==> config.mk <==
export PLATFORM = sky130hd
export DESIGN_NAME = alu_share_arbiter
export DESIGN_NICKNAME = d
export VERILOG_FILES = /design/src/rtl/alu_share_arbiter.sv
export SDC_FILE = /design/constraint.sdc
export NUM_CORES = 1
export LEC_CHECK = 0
export BUFFER_PORTS_ARGS = -buffer_cell sky130_fd_sc_hd__buf_2
export CAP_MARGIN = 20
export CORE_AREA = 2 2 128 130
export CTS_BUF_LIST = sky130_fd_sc_hd__clkbuf_4
export CTS_CLUSTER_SIZE = 25
export DETAILED_ROUTE_END_ITERATION = 12
export DIE_AREA = 0 0 130 132
export PLACE_DENSITY_LB_ADDON = 0.12
export SLEW_MARGIN = 20
export SYNTH_ARGS = -nofsm -noshare
export SYNTH_HDL_FRONTEND = slang
export SYNTH_SLANG_ARGS = --single-unit
==> constraint.sdc <==
create_clock -name clk -period 2.9 [get_ports clk]
set_input_delay 0.29 -clock clk [delete_from_list [all_inputs] [get_ports clk]]
set_output_delay 0.29 -clock clk [all_outputs]
set_load 0.02 [all_outputs]
==> src/rtl/alu_share_arbiter.sv <==
// rtl/alu_share_arbiter.sv - round-robin sharing of one combinational ALU between two requesters
module alu_share_arbiter #(
   parameter int W  = 32,
   parameter int TW = 4,
   parameter int CW = 16
) (
   input  logic          clk,
   input  logic          rst,
   input  logic          req0_valid,
   output logic          req0_ready,
   input  logic [W-1:0]  req0_src_a,
   input  logic [W-1:0]  req0_src_b,
   input  logic [3:0]    req0_ctrl,
   input  logic [TW-1:0] req0_tag,
   input  logic          req1_valid,
   output logic          req1_ready,
   input  logic [W-1:0]  req1_src_a,
   input  logic [W-1:0]  req1_src_b,
   input  logic [3:0]    req1_ctrl,
   input  logic [TW-1:0] req1_tag,
   output logic [W-1:0]  alu_src_a,
   output logic [W-1:0]  alu_src_b,
   output logic [3:0]    alu_ctrl,
   input  logic [W-1:0]  alu_result,
   input  logic          alu_zero,
   input  logic          alu_neg,
   output logic          rsp_valid,
   input  logic          rsp_ready,
   output logic          rsp_id,
   output logic [TW-1:0] rsp_tag,
   output logic [W-1:0]  rsp_result,
   output logic          rsp_zero,
   output logic          rsp_neg,
   output logic [CW-1:0] grant_cnt0,
   output logic [CW-1:0] grant_cnt1
);

   // The response slot is the only state machine: EMPTY or FULL.
   typedef enum logic {EMPTY = 1'b0, FULL = 1'b1} slot_t;

   slot_t state, state_n;
   logic  last;       // index of the most recent grant; the other side wins a tie
   logic  slot_free;
   logic  gnt;
   logic  gnt_id;
   logic  [TW-1:0] gnt_tag;

   assign rsp_valid = (state == FULL);

   // Slot state register; a reset drops any held response.
   always_ff @(posedge clk) begin
      if (rst) state <= EMPTY;
      else     state <= state_n;
   end

   // Grant selection, ALU operand steering and next slot state.
   always_comb begin
      gnt        = 1'b0;
      gnt_id     = 1'b0;
      gnt_tag    = '0;
      req0_ready = 1'b0;
      req1_ready = 1'b0;
      alu_src_a  = '0;
      alu_src_b  = '0;
      alu_ctrl   = 4'b0000;
      state_n    = state;
      slot_free  = (state == EMPTY) || rsp_ready;

      if (slot_free) begin
         if (req0_valid && req1_valid) begin
            gnt    = 1'b1;
            gnt_id = ~last;
         end else if (req0_valid) begin
            gnt    = 1'b1;
            gnt_id = 1'b0;
         end else if (req1_valid) begin
            gnt    = 1'b1;
            gnt_id = 1'b1;
         end
      end

      if (gnt) begin
         if (gnt_id) begin
            req1_ready = 1'b1;
            alu_src_a  = req1_src_a;
            alu_src_b  = req1_src_b;
            alu_ctrl   = req1_ctrl;
            gnt_tag    = req1_tag;
         end else begin
            req0_ready = 1'b1;
            alu_src_a  = req0_src_a;
            alu_src_b  = req0_src_b;
            alu_ctrl   = req0_ctrl;
            gnt_tag    = req0_tag;
         end
      end

      case (state)
         EMPTY:   if (gnt) state_n = FULL;
         FULL:    if (rsp_ready && !gnt) state_n = EMPTY;
         default: state_n = EMPTY;
      endcase
   end

   // Capture the ALU outcome on a grant; fields hold on drain and under backpressure.
   always_ff @(posedge clk) begin
      if (rst) begin
         rsp_id     <= 1'b0;
         rsp_tag    <= '0;
         rsp_result <= '0;
         rsp_zero   <= 1'b0;
         rsp_neg    <= 1'b0;
         last       <= 1'b1;
      end else if (gnt) begin
         rsp_id     <= gnt_id;
         rsp_tag    <= gnt_tag;
         rsp_result <= alu_result;
         rsp_zero   <= alu_zero;
         rsp_neg    <= alu_neg;
         last       <= gnt_id;
      end
   end

   // Saturating grant counters for performance monitoring.
   always_ff @(posedge clk) begin
      if (rst) begin
         grant_cnt0 <= '0;
         grant_cnt1 <= '0;
      end else if (gnt) begin
         if (!gnt_id && (grant_cnt0 != {CW{1'b1}})) grant_cnt0 <= grant_cnt0 + CW'(1);
         if (gnt_id  && (grant_cnt1 != {CW{1'b1}})) grant_cnt1 <= grant_cnt1 + CW'(1);
      end
   end

endmodule

==> impl_metrics.py <==
metrics = {
    "clocking": {
        "cts_buffers": 9,
        "cts_resized": 0,
        "clock-sinks": 73,
        "cts_tree": "built",
        "cts_buffer_depth": 2,
        "cts_max_level": 3,
        "cts_setup_buffers": 0,
        "clk_root_buffer_cell": "clkbuf_4",
        "cts_hold_buf": 0,
        "clkTransAtPathRegs_ns": 0.12,
        "worstSkewPairLatency_ns": 0.45,
    },
    "power_and_ir_drop": {
        "irDropWorstVdd_mv": 0.210,
        "clockPowerShare": 0.307,
        "power_frac_seq": 0.409,
        "combPwrFrac": 0.284,
        "power_density_mw_per_mm2": 445,
        "leakage_nw": 2.93,
        "p_sw_w": 0.000847,
        "power_w": 0.00262,
        "switching_share": 0.324,
        "intPower_w": 0.00177,
    },
    "placed_design": {
        "finalWeightedCongestion": 0.926,
        "io_buffers": 324,
        "pre_cts_ws_ns": 0.765,
        "dp_hpwl_um": 13600,
    },
    "status": {
        "status": "finished clean",
    },
    "drt": {
        "ant_nets": 0,
        "drt_first_iter_violations": 206,
        "drt_pass1_iterations": 5,
        "vias": 4934,
        "drc": 0,
        "drt_wl_total_um": 17100,
        "vias_per_cell": 4.92,
        "wl_per_cell_um": 17.0,
    },
    "synth": {
        "synth.area.mux_share": 0.0286,
        "yosys.area_share.simple": 0.245,
        "ys_seq_elements": 73,
        "synth_cell_types": 45,
        "synth_top_family_by_area": "compound AO/OA/AOI/OAI gates",
        "syn_avg_cell_area_um2": 8.16,
        "async_flop_share": 0,
        "ys_warn_count": 0,
        "synth_nets": 662,
        "synth-xor-area-share": 0,
        "yosys-top-cells-area": "dfxtp_1, a22o_1, nand2_1",
        "seq_area_frac_synth": 0.375,
        "yosysTopAreaCell": "dfxtp_1",
        "syn-instance-count": 477,
        "netlist.area_leader.share": 0.375,
        "synth_ff_type": "dfxtp_1",
        "synth_compound_area_frac": 0.293,
        "synth-edff-count": 0,
        "synthTopCellsByCount": "nand2_1, dfxtp_1, a22o_1, a21oi_1, nor2_1",
        "synth_area_mm2": 0.00389,
        "synth_fa_ha_area_frac": 0.00643,
        "synth_most_common_cell": "nand2_1",
    },
    "finish": {
        "nets": 967,
        "multi_input_area_mm2": 0.00223,
        "drive_above_1_share": 0.463,
        "syn2layout_area_growth_pct": 51.1,
        "seqCellArea_mm2": 0.00146,
        "num-fill-cells": 1712,
    },
    "floorplanning": {
        "die_area_mm2": 0.0172,
        "die_height_um": 132,
        "initial_core_util": 0.248,
        "row_count": 46,
        "core-area_mm2": 0.0157,
        "ios": 325,
        "die_w_um": 130,
    },
    "timing": {
        "fin_tns_setup_ns": 0,
        "min_period_ns": 2.54,
        "rsz0062_at_grt": "no",
        "holdWs_ns": 0.0667,
        "worstMarginPinSlew_ns": 0.675,
        "worst_slack_ns": 0.359,
        "hold_violations": 0,
        "finClkSkew_ns": 0.00876,
        "post-route-period-util": 0.876,
        "max-slew-margin-rel": 0.550,
        "setup_violations": 0,
        "finalMaxSlewViolations": 0,
        "timing.fmax_ghz": 0.394,
    },
    "global_routing": {
        "grt_pass1_vias": 4539,
        "grt_pass1_wl_um": 25400,
        "grt_usage": 0.189,
        "antenna_found_initial": 5,
        "grt_max_degree": 75,
        "grt_overflow_total": 0,
    },
    "critical_path": {
        "critPathMaxFanout": 74,
        "reg2reg_depth": 5,
        "crit_arrival_ns": 2.25,
        "crit_path_end_kind": "output pin",
        "start_kind": "register",
        "crit_required_ns": 2.61,
        "worst-setup-path-type": "reg -> out",
    },
    "min_path": {
        "worstHoldPathCells": 3,
        "worstHoldPathType": "in -> reg",
    },
    "run": {
        "drv_cap": 0,
    },
}
[state kept, by name, indices dropped and copies added (netlist names)]
| register | flops |
|---|---|
| rsp_result | 32 |
| grant_cnt0 | 16 |
| grant_cnt1 | 16 |
| rsp_tag | 4 |
| last | 1 |
| rsp_id | 1 |
| rsp_neg | 1 |
| rsp_valid | 1 |
| rsp_zero | 1 |
[stage by stage]
stage	area, um^2	cells	util
floorplan	3890	477	-
CTS	5880	1002	0.374
detailed placement	5710	987	0.363
finish	5880	1003	0.374
global placement	5710	987	0.363
global route	5880	1002	0.374
[placed cells by master (no fill, tap or decap), types with 2 or more instances in the layout]
master,netlist,routed
a211oi_1,4,4
a21oi_1,55,55
a22o_1,68,68
a311oi_1,5,5
a31oi_1,4,4
a41oi_1,2,2
and2_1,2,2
and3_1,6,6
and4_1,7,7
buf_12,0,3
buf_2,15,324
buf_4,1,5
bufinv_16,0,3
clkbuf_4,0,9
clkinv_2,0,2
dfxtp_1,73,73
ha_1,2,2
inv_1,4,4
inv_2,2,2
mux2_2,9,9
nand2_1,87,87
nand2b_1,4,4
nand3_1,8,8
nand4_1,10,10
nor2_1,20,19
nor2b_1,8,8
nor3_1,10,10
nor4_1,8,8
o211ai_1,2,2
o21ai_0,6,6
o31ai_1,9,9
or3_1,2,2
or4_1,9,9
[final timing paths]
| path | from | endpoint | slack (ns) |
|---|---|---|---|
| max reg2reg | grant_cnt1[0] | grant_cnt1[14] | 0.95 |
| max | rsp_valid | alu_src_a[28] | 0.36 |
| min reg2reg | rsp_result[7] | rsp_result[7] | 0.46 |
| min | alu_result[15] | rsp_result[15] | 0.07 |
[area by class of cell]
type                            count  share of cell area
Antenna cell                        1            0.000425
Clock buffer                        9              0.0115
Multi-Input combinational cell    360               0.379
Tap cell                          216              0.0459
Clock inverter                      6              0.0183
Sequential cell                    73               0.248
Timing Repair Buffer              332               0.292
Inverter                            6             0.00383
[logic make-up after synthesis]
| logic type | Yosys count |
|---|---|
| DFF | 73 |
| adders and majority gates | 2 |
| muxes | 10 |
| and+or+nand+nor | 189 |
| AOI/OAI and AO/OA | 159 |
| buffers and inverters | 44 |
[power by group through the flow]
stage | Sequential [W] | Clock [W] | Combinational (W)
3_3_place_gp | 0.00109 | 0 | 0.000744
3_5_place_dp | 0.00110 | 0 | 0.000747
5_1_grt | 0.00108 | 0.000882 | 0.000801
6_report | 0.00107 | 0.000803 | 0.000743
2_1_floorplan | 0.00115 | 0 | 0.000370
4_1_cts | 0.00107 | 0.000845 | 0.000749
[routing by layer]
layer	GRT usage	wire length [um]	vias up
met5	0	49	-
met4	0.0287	157	8
met3	0.0864	1840	20
met2	0.299	7760	240
met1	0.240	7280	2260
li1	-	-	2406
[worst max-delay path, cell delays in order (launching register included)]
cell      delay [ns]
dfxtp_1         0.34
nand2b_1        0.28
nand3_1         0.30
inv_2           0.14
buf_12          0.28
a22o_1          0.23
buf_2           0.18
(Power assumes the default switching activity.)
